--- config.mk ---
export PLATFORM = sky130hd
export DESIGN_NAME = if_stage
export DESIGN_NICKNAME = d
export VERILOG_FILES = /design/src/rtl/if_stage.sv
export SDC_FILE = /design/constraint.sdc
export NUM_CORES = 1
export LEC_CHECK = 0
export BUFFER_PORTS_ARGS = -buffer_cell sky130_fd_sc_hd__buf_2
export CAP_MARGIN = 20
export CELL_PAD_IN_SITES_DETAIL_PLACEMENT = 1
export CELL_PAD_IN_SITES_GLOBAL_PLACEMENT = 1
export CORE_ASPECT_RATIO = 0.9
export CORE_MARGIN = 2
export CORE_UTILIZATION = 35
export CTS_BUF_LIST = sky130_fd_sc_hd__clkbuf_16
export CTS_CLUSTER_SIZE = 14
export DETAILED_ROUTE_END_ITERATION = 16
export HOLD_SLACK_MARGIN = 0.05
export PLACE_DENSITY_LB_ADDON = 0.3
export SLEW_MARGIN = 25
export SYNTH_ARGS = -nofsm -noshare
export SYNTH_HDL_FRONTEND = slang
export SYNTH_SLANG_ARGS = --single-unit
export TNS_END_PERCENT = 30
--- constraint.sdc ---
create_clock -name clk -period 2.21 [get_ports clk]
set_clock_uncertainty 0.1 [all_clocks]
set_input_delay 0.442 -clock clk [delete_from_list [all_inputs] [get_ports clk]]
set_output_delay 0.442 -clock clk [all_outputs]
set_load 0.05 [all_outputs]
--- src/rtl/if_stage.sv ---
// Fetch stage with IF/ID pipeline register for a 5-stage MIPS core.
// Drives a variable-latency request/ready instruction port, applies decode redirects and squashes wrong-path fetches.
module if_stage #(
    parameter logic [31:0] RESET_PC = 32'h0000_0000
) (
    input  logic        clk,
    input  logic        rst,
    input  logic        stallF,
    input  logic        stallD,
    input  logic        pcsrcD,
    input  logic        jumpD,
    input  logic [31:0] pcbranchD,
    output logic        imem_req,
    output logic [31:0] imem_addr,
    input  logic        imem_ready,
    input  logic [31:0] imem_rdata,
    output logic [31:0] instrD,
    output logic [31:0] pcplus4D,
    output logic        validD,
    output logic [5:0]  opD,
    output logic [5:0]  functD,
    output logic        fetch_busy
);

    typedef enum logic [1:0] {
        S_FETCH = 2'd0,
        S_HOLD  = 2'd1,
        S_DROP  = 2'd2
    } state_t;

    state_t      state_q, state_d;
    logic [31:0] pc_q, pc_d;
    logic [31:0] hold_instr_q, hold_instr_d;
    logic [31:0] hold_pcplus4_q, hold_pcplus4_d;
    logic [31:0] redir_pc_q, redir_pc_d;
    logic [31:0] instr_q, instr_d;
    logic [31:0] pcplus4_q, pcplus4_d;
    logic        valid_q, valid_d;

    logic        redir;
    logic [31:0] redir_target;
    logic [31:0] pc_plus4;
    logic        deliver;
    logic [31:0] deliver_instr;
    logic [31:0] deliver_pcplus4;

    assign redir        = (pcsrcD | jumpD) & ~stallD;
    assign redir_target = jumpD ? {pcplus4_q[31:28], instr_q[25:0], 2'b00} : pcbranchD;
    assign pc_plus4     = pc_q + 32'd4;

    // Request and address come only from registered state, never from hazard inputs.
    assign imem_req   = (state_q != S_HOLD);
    assign imem_addr  = pc_q;
    assign fetch_busy = imem_req & ~imem_ready;

    always_comb begin
        state_d         = state_q;
        pc_d            = pc_q;
        hold_instr_d    = hold_instr_q;
        hold_pcplus4_d  = hold_pcplus4_q;
        redir_pc_d      = redir_pc_q;
        deliver         = 1'b0;
        deliver_instr   = imem_rdata;
        deliver_pcplus4 = pc_plus4;

        unique case (state_q)
            S_FETCH: begin
                if (redir) begin
                    if (imem_ready) begin
                        pc_d = redir_target;
                    end else begin
                        redir_pc_d = redir_target;
                        state_d    = S_DROP;
                    end
                end else if (imem_ready) begin
                    if (stallF) begin
                        hold_instr_d   = imem_rdata;
                        hold_pcplus4_d = pc_plus4;
                        state_d        = S_HOLD;
                    end else begin
                        deliver = 1'b1;
                        pc_d    = pc_plus4;
                    end
                end
            end
            S_HOLD: begin
                if (redir) begin
                    pc_d    = redir_target;
                    state_d = S_FETCH;
                end else if (!stallF) begin
                    deliver         = 1'b1;
                    deliver_instr   = hold_instr_q;
                    deliver_pcplus4 = hold_pcplus4_q;
                    pc_d            = hold_pcplus4_q;
                    state_d         = S_FETCH;
                end
            end
            S_DROP: begin
                // The wrong-path word still has to be accepted before the address may move.
                if (redir) begin
                    redir_pc_d = redir_target;
                    if (imem_ready) begin
                        pc_d    = redir_target;
                        state_d = S_FETCH;
                    end
                end else if (imem_ready) begin
                    pc_d    = redir_pc_q;
                    state_d = S_FETCH;
                end
            end
            default: begin
                state_d = S_FETCH;
            end
        endcase
    end

    always_comb begin
        instr_d   = instr_q;
        pcplus4_d = pcplus4_q;
        valid_d   = valid_q;
        if (stallD) begin
            instr_d   = instr_q;
            pcplus4_d = pcplus4_q;
            valid_d   = valid_q;
        end else if (redir) begin
            instr_d   = 32'd0;
            pcplus4_d = 32'd0;
            valid_d   = 1'b0;
        end else if (deliver) begin
            instr_d   = deliver_instr;
            pcplus4_d = deliver_pcplus4;
            valid_d   = 1'b1;
        end else begin
            instr_d   = 32'd0;
            pcplus4_d = 32'd0;
            valid_d   = 1'b0;
        end
    end

    always_ff @(posedge clk) begin
        if (rst) begin
            state_q        <= S_FETCH;
            pc_q           <= RESET_PC;
            hold_instr_q   <= 32'd0;
            hold_pcplus4_q <= 32'd0;
            redir_pc_q     <= 32'd0;
            instr_q        <= 32'd0;
            pcplus4_q      <= 32'd0;
            valid_q        <= 1'b0;
        end else begin
            state_q        <= state_d;
            pc_q           <= pc_d;
            hold_instr_q   <= hold_instr_d;
            hold_pcplus4_q <= hold_pcplus4_d;
            redir_pc_q     <= redir_pc_d;
            instr_q        <= instr_d;
            pcplus4_q      <= pcplus4_d;
            valid_q        <= valid_d;
        end
    end

    assign instrD   = instr_q;
    assign pcplus4D = pcplus4_q;
    assign validD   = valid_q;
    assign opD      = instr_q[31:26];
    assign functD   = instr_q[5:0];

endmodule
==> flow_summary.json <==
{
  "regArea_mm2": 0.00394,
  "grt_pass1_vias": 10791,
  "viasPerCell": 5.69,
  "end_kind": "register",
  "syn_avg_cell_area_um2": 7.78,
  "synth_area_leader_cell": "dfxtp_1",
  "violations": "negative setup slack",
  "drc": 0,
  "cp-start-kind": "register",
  "path_class": "reg -> reg",
  "p_per_area_mw_per_mm2": 762,
  "synth_enable_flop_cells": 0,
  "initial_core_util_pct": 35.5,
  "synthXorXnorAreaFrac_pct": 2.40,
  "clk_latency_ps": 450,
  "nets": 1574,
  "tns_ps": -23.0,
  "cts.path.max_buffers": 2,
  "synth.net_count": 1344,
  "ys_warn_count": 0,
  "core_area_mm2": 0.0278,
  "grt-ovfl-total": 0,
  "design_area_mm2": 0.0130,
  "cts_made_buffers": 17,
  "hold_violations": 0,
  "arrival_ps": 2470,
  "postLayoutSetupSlackWorst_ps": -16.7,
  "grt_pass1_wl_um": 62500,
  "drv_slew": 0,
  "synth_commonest_cells": "195 x dfxtp_1, 182 x nand2_1, 167 x a21oi_1",
  "period_minus_slack_ps": 2230,
  "drt_iter0_drc": 628,
  "crit_required_ps": 2450,
  "yosysSeqAreaShare_pct": 39.6,
  "dr.pass1.iters": 5,
  "max_slew_margin_pct": 63.9,
  "antenna_found_initial": 2,
  "ant_nets": 0,
  "drv_cap": 0,
  "synth_top_family_by_area": "compound AO/OA/AOI/OAI gates",
  "hp-class": "in -> reg",
  "ys_top_cells_by_area": "dfxtp_1 40%, a21oi_1 8.5%, nand2_1 6.9%, nor2_1 5.7%, a211oi_1 5.3%",
  "fin_util_pct": 46.8,
  "fin_cells": 1872,
  "portBuffers": 181,
  "io_pins": 182,
  "gp_congestion": 0.910,
  "synth_fa_ha_area_share_pct": 0.635,
  "chipWidth_um": 181,
  "clk_pin_slew_ps": 80,
  "netlist_area_mm2": 0.00986,
  "multiInputGateArea_mm2": 0.00570,
  "num_vias": 10647,
  "grt_start_max_net_pins": 63,
  "post-place-cells": 1831,
  "die_height_um": 163,
  "hpwlAfterDp_um": 29400,
  "row_count": 58,
  "synthCells": 1268,
  "syn_to_final_growth_pct": 32.0,
  "die_area_mm2": 0.0295,
  "fill_cells": 3370,
  "yosys.area_share.simple_pct": 19.8,
  "period_share_pct": 101,
  "cts.sinks": 195,
  "ctsHtreeMaxLevel": 4,
  "synthArstFlopShare_pct": 0,
  "status": "finished, violations left",
  "path_max_fanout": 5,
  "drive_above_1_share_pct": 30.2,
  "fin_hold_ws_ps": 136,
  "synth_compound_gate_area_share_pct": 27.2,
  "timing.fmax_mhz": 449,
  "ys.flop_type": "dfxtp_1",
  "place_area_mm2": 0.0121,
  "ys_seq_elements": 195,
  "cts_root_buf": "clkbuf_16",
  "leakagePower_nw": 5.38,
  "cts_tree": "built",
  "wire_per_inst_um": 21.5,
  "ys_types": 68,
  "netlist.area_leader.share_pct": 39.6,
  "synth_mux_area_share_pct": 4.35,
  "setup_viol": 2,
  "synth.most_common_cell": "dfxtp_1",
  "hold_buffers": 0,
  "track_usage_pct": 27.0,
  "drt_wl_total_um": 40300,
  "max_slew.worst_pin.slew_ps": 541,
  "ir_worst_vdd_uv": 566,
  "rsz0062_at_grt": "yes"
}
kinds of logic after synthesis:
kind of cell | Yosys count
xor+xnor | 27
mux | 42
flops | 195
buf+inv | 138
compound gates | 421
simple gates | 440
fa+ha+maj | 5
registers in the layout (all words and copies together) (netlist names):
register and cells:
pcplus4D 32, state_q 2, hold_instr_q 32, redir_pc_q 32, instrD 32, validD 1, imem_addr 32, hold_pcplus4_q 32
where the power goes:
| part | total, mW | switching, mW | internal (mW) |
|---|---|---|---|
| registers | 3.98 | 0.235 | 3.74 |
| clock network | 3.03 | 1.57 | 1.47 |
| logic | 2.90 | 1.83 | 1.07 |
| total | 9.92 | 3.63 | 6.28 |
cell type report:
cell class / instances / area share [%]
Multi-Input combinational cell: 935 / 43.7
Sequential cell: 195 / 30.2
Timing Repair Buffer: 339 / 18.1
Tap cell: 360 / 3.46
Clock buffer: 17 / 3.27
Clock inverter: 15 / 0.913
Inverter: 10 / 0.288
Antenna cell: 1 / 0.0192
metal layers:
layer	global-route usage (%)	share of wire (%)
met1	33.4	43
met2	46.7	48
met5	0	0.032
met4	11.1	3.4
met3	4.55	5.1
final timing paths:
path	depth (start not counted)	startpoint	to	slack, ps
max reg2reg	9	state_q[1]$_SDFFE_PP0P_	imem_addr[15]$_SDFFE_PP0P_	-20
max	9	state_q[1]$_SDFFE_PP0P_	imem_addr[15]$_SDFFE_PP0P_	-20
min	3	imem_rdata[3]	hold_instr_q[3]$_SDFFE_PP0P_	140
min reg2reg	1	pcplus4D[27]$_SDFFE_PP0N_	pcplus4D[27]$_SDFFE_PP0N_	350
metrics by stage:
step / setup WS [ps] / power (mW)
after CTS: -48.0 / 9.81
after global placement: -164 / 6.68
after detailed placement: -208 / 6.74
after global routing: -82.4 / 10.3
after floorplan: -44.3 / 5.59
final: -16.7 / 9.92
critical path, stage by stage (launching register included):
cell and delay (ps):
dfxtp_4 380, inv_2 70, ha_4 180, o21a_1 230, or2_4 270, or3_4 380, buf_4 160, a221oi_2 160
o21a_1 160, nor3_1 50
cells in the final DEF (no fill, tap or decap), types with 9 or more instances in the layout:
master and instances:
nand2_1 181, a32oi_1 10, clkbuf_16 17, xnor2_1 13
o21ai_0 54, buf_12 18, dfxtp_1 179, buf_2 179
a31oi_1 13, buf_4 135, and3_1 10, nand3_1 21
a221oi_2 9, xor2_1 11, nor2_1 146, dfxtp_2 11
nor3_1 19, o211ai_1 11, mux2i_1 35, nand4_1 10
a21oi_1 167, a211oi_1 67, a221oi_1 9
timing repair:
| action | CTS | global route |
|---|---|---|
| buffers inserted | 1 | 7 |
| cloned | 0 | 0 |
| endpoints found under the setup margin | 64 | 64 |
| pin swaps | 1 | 7 |
| resized for setup | 15 | 53 |
Note: power is estimated with default switching activity, not from simulation.
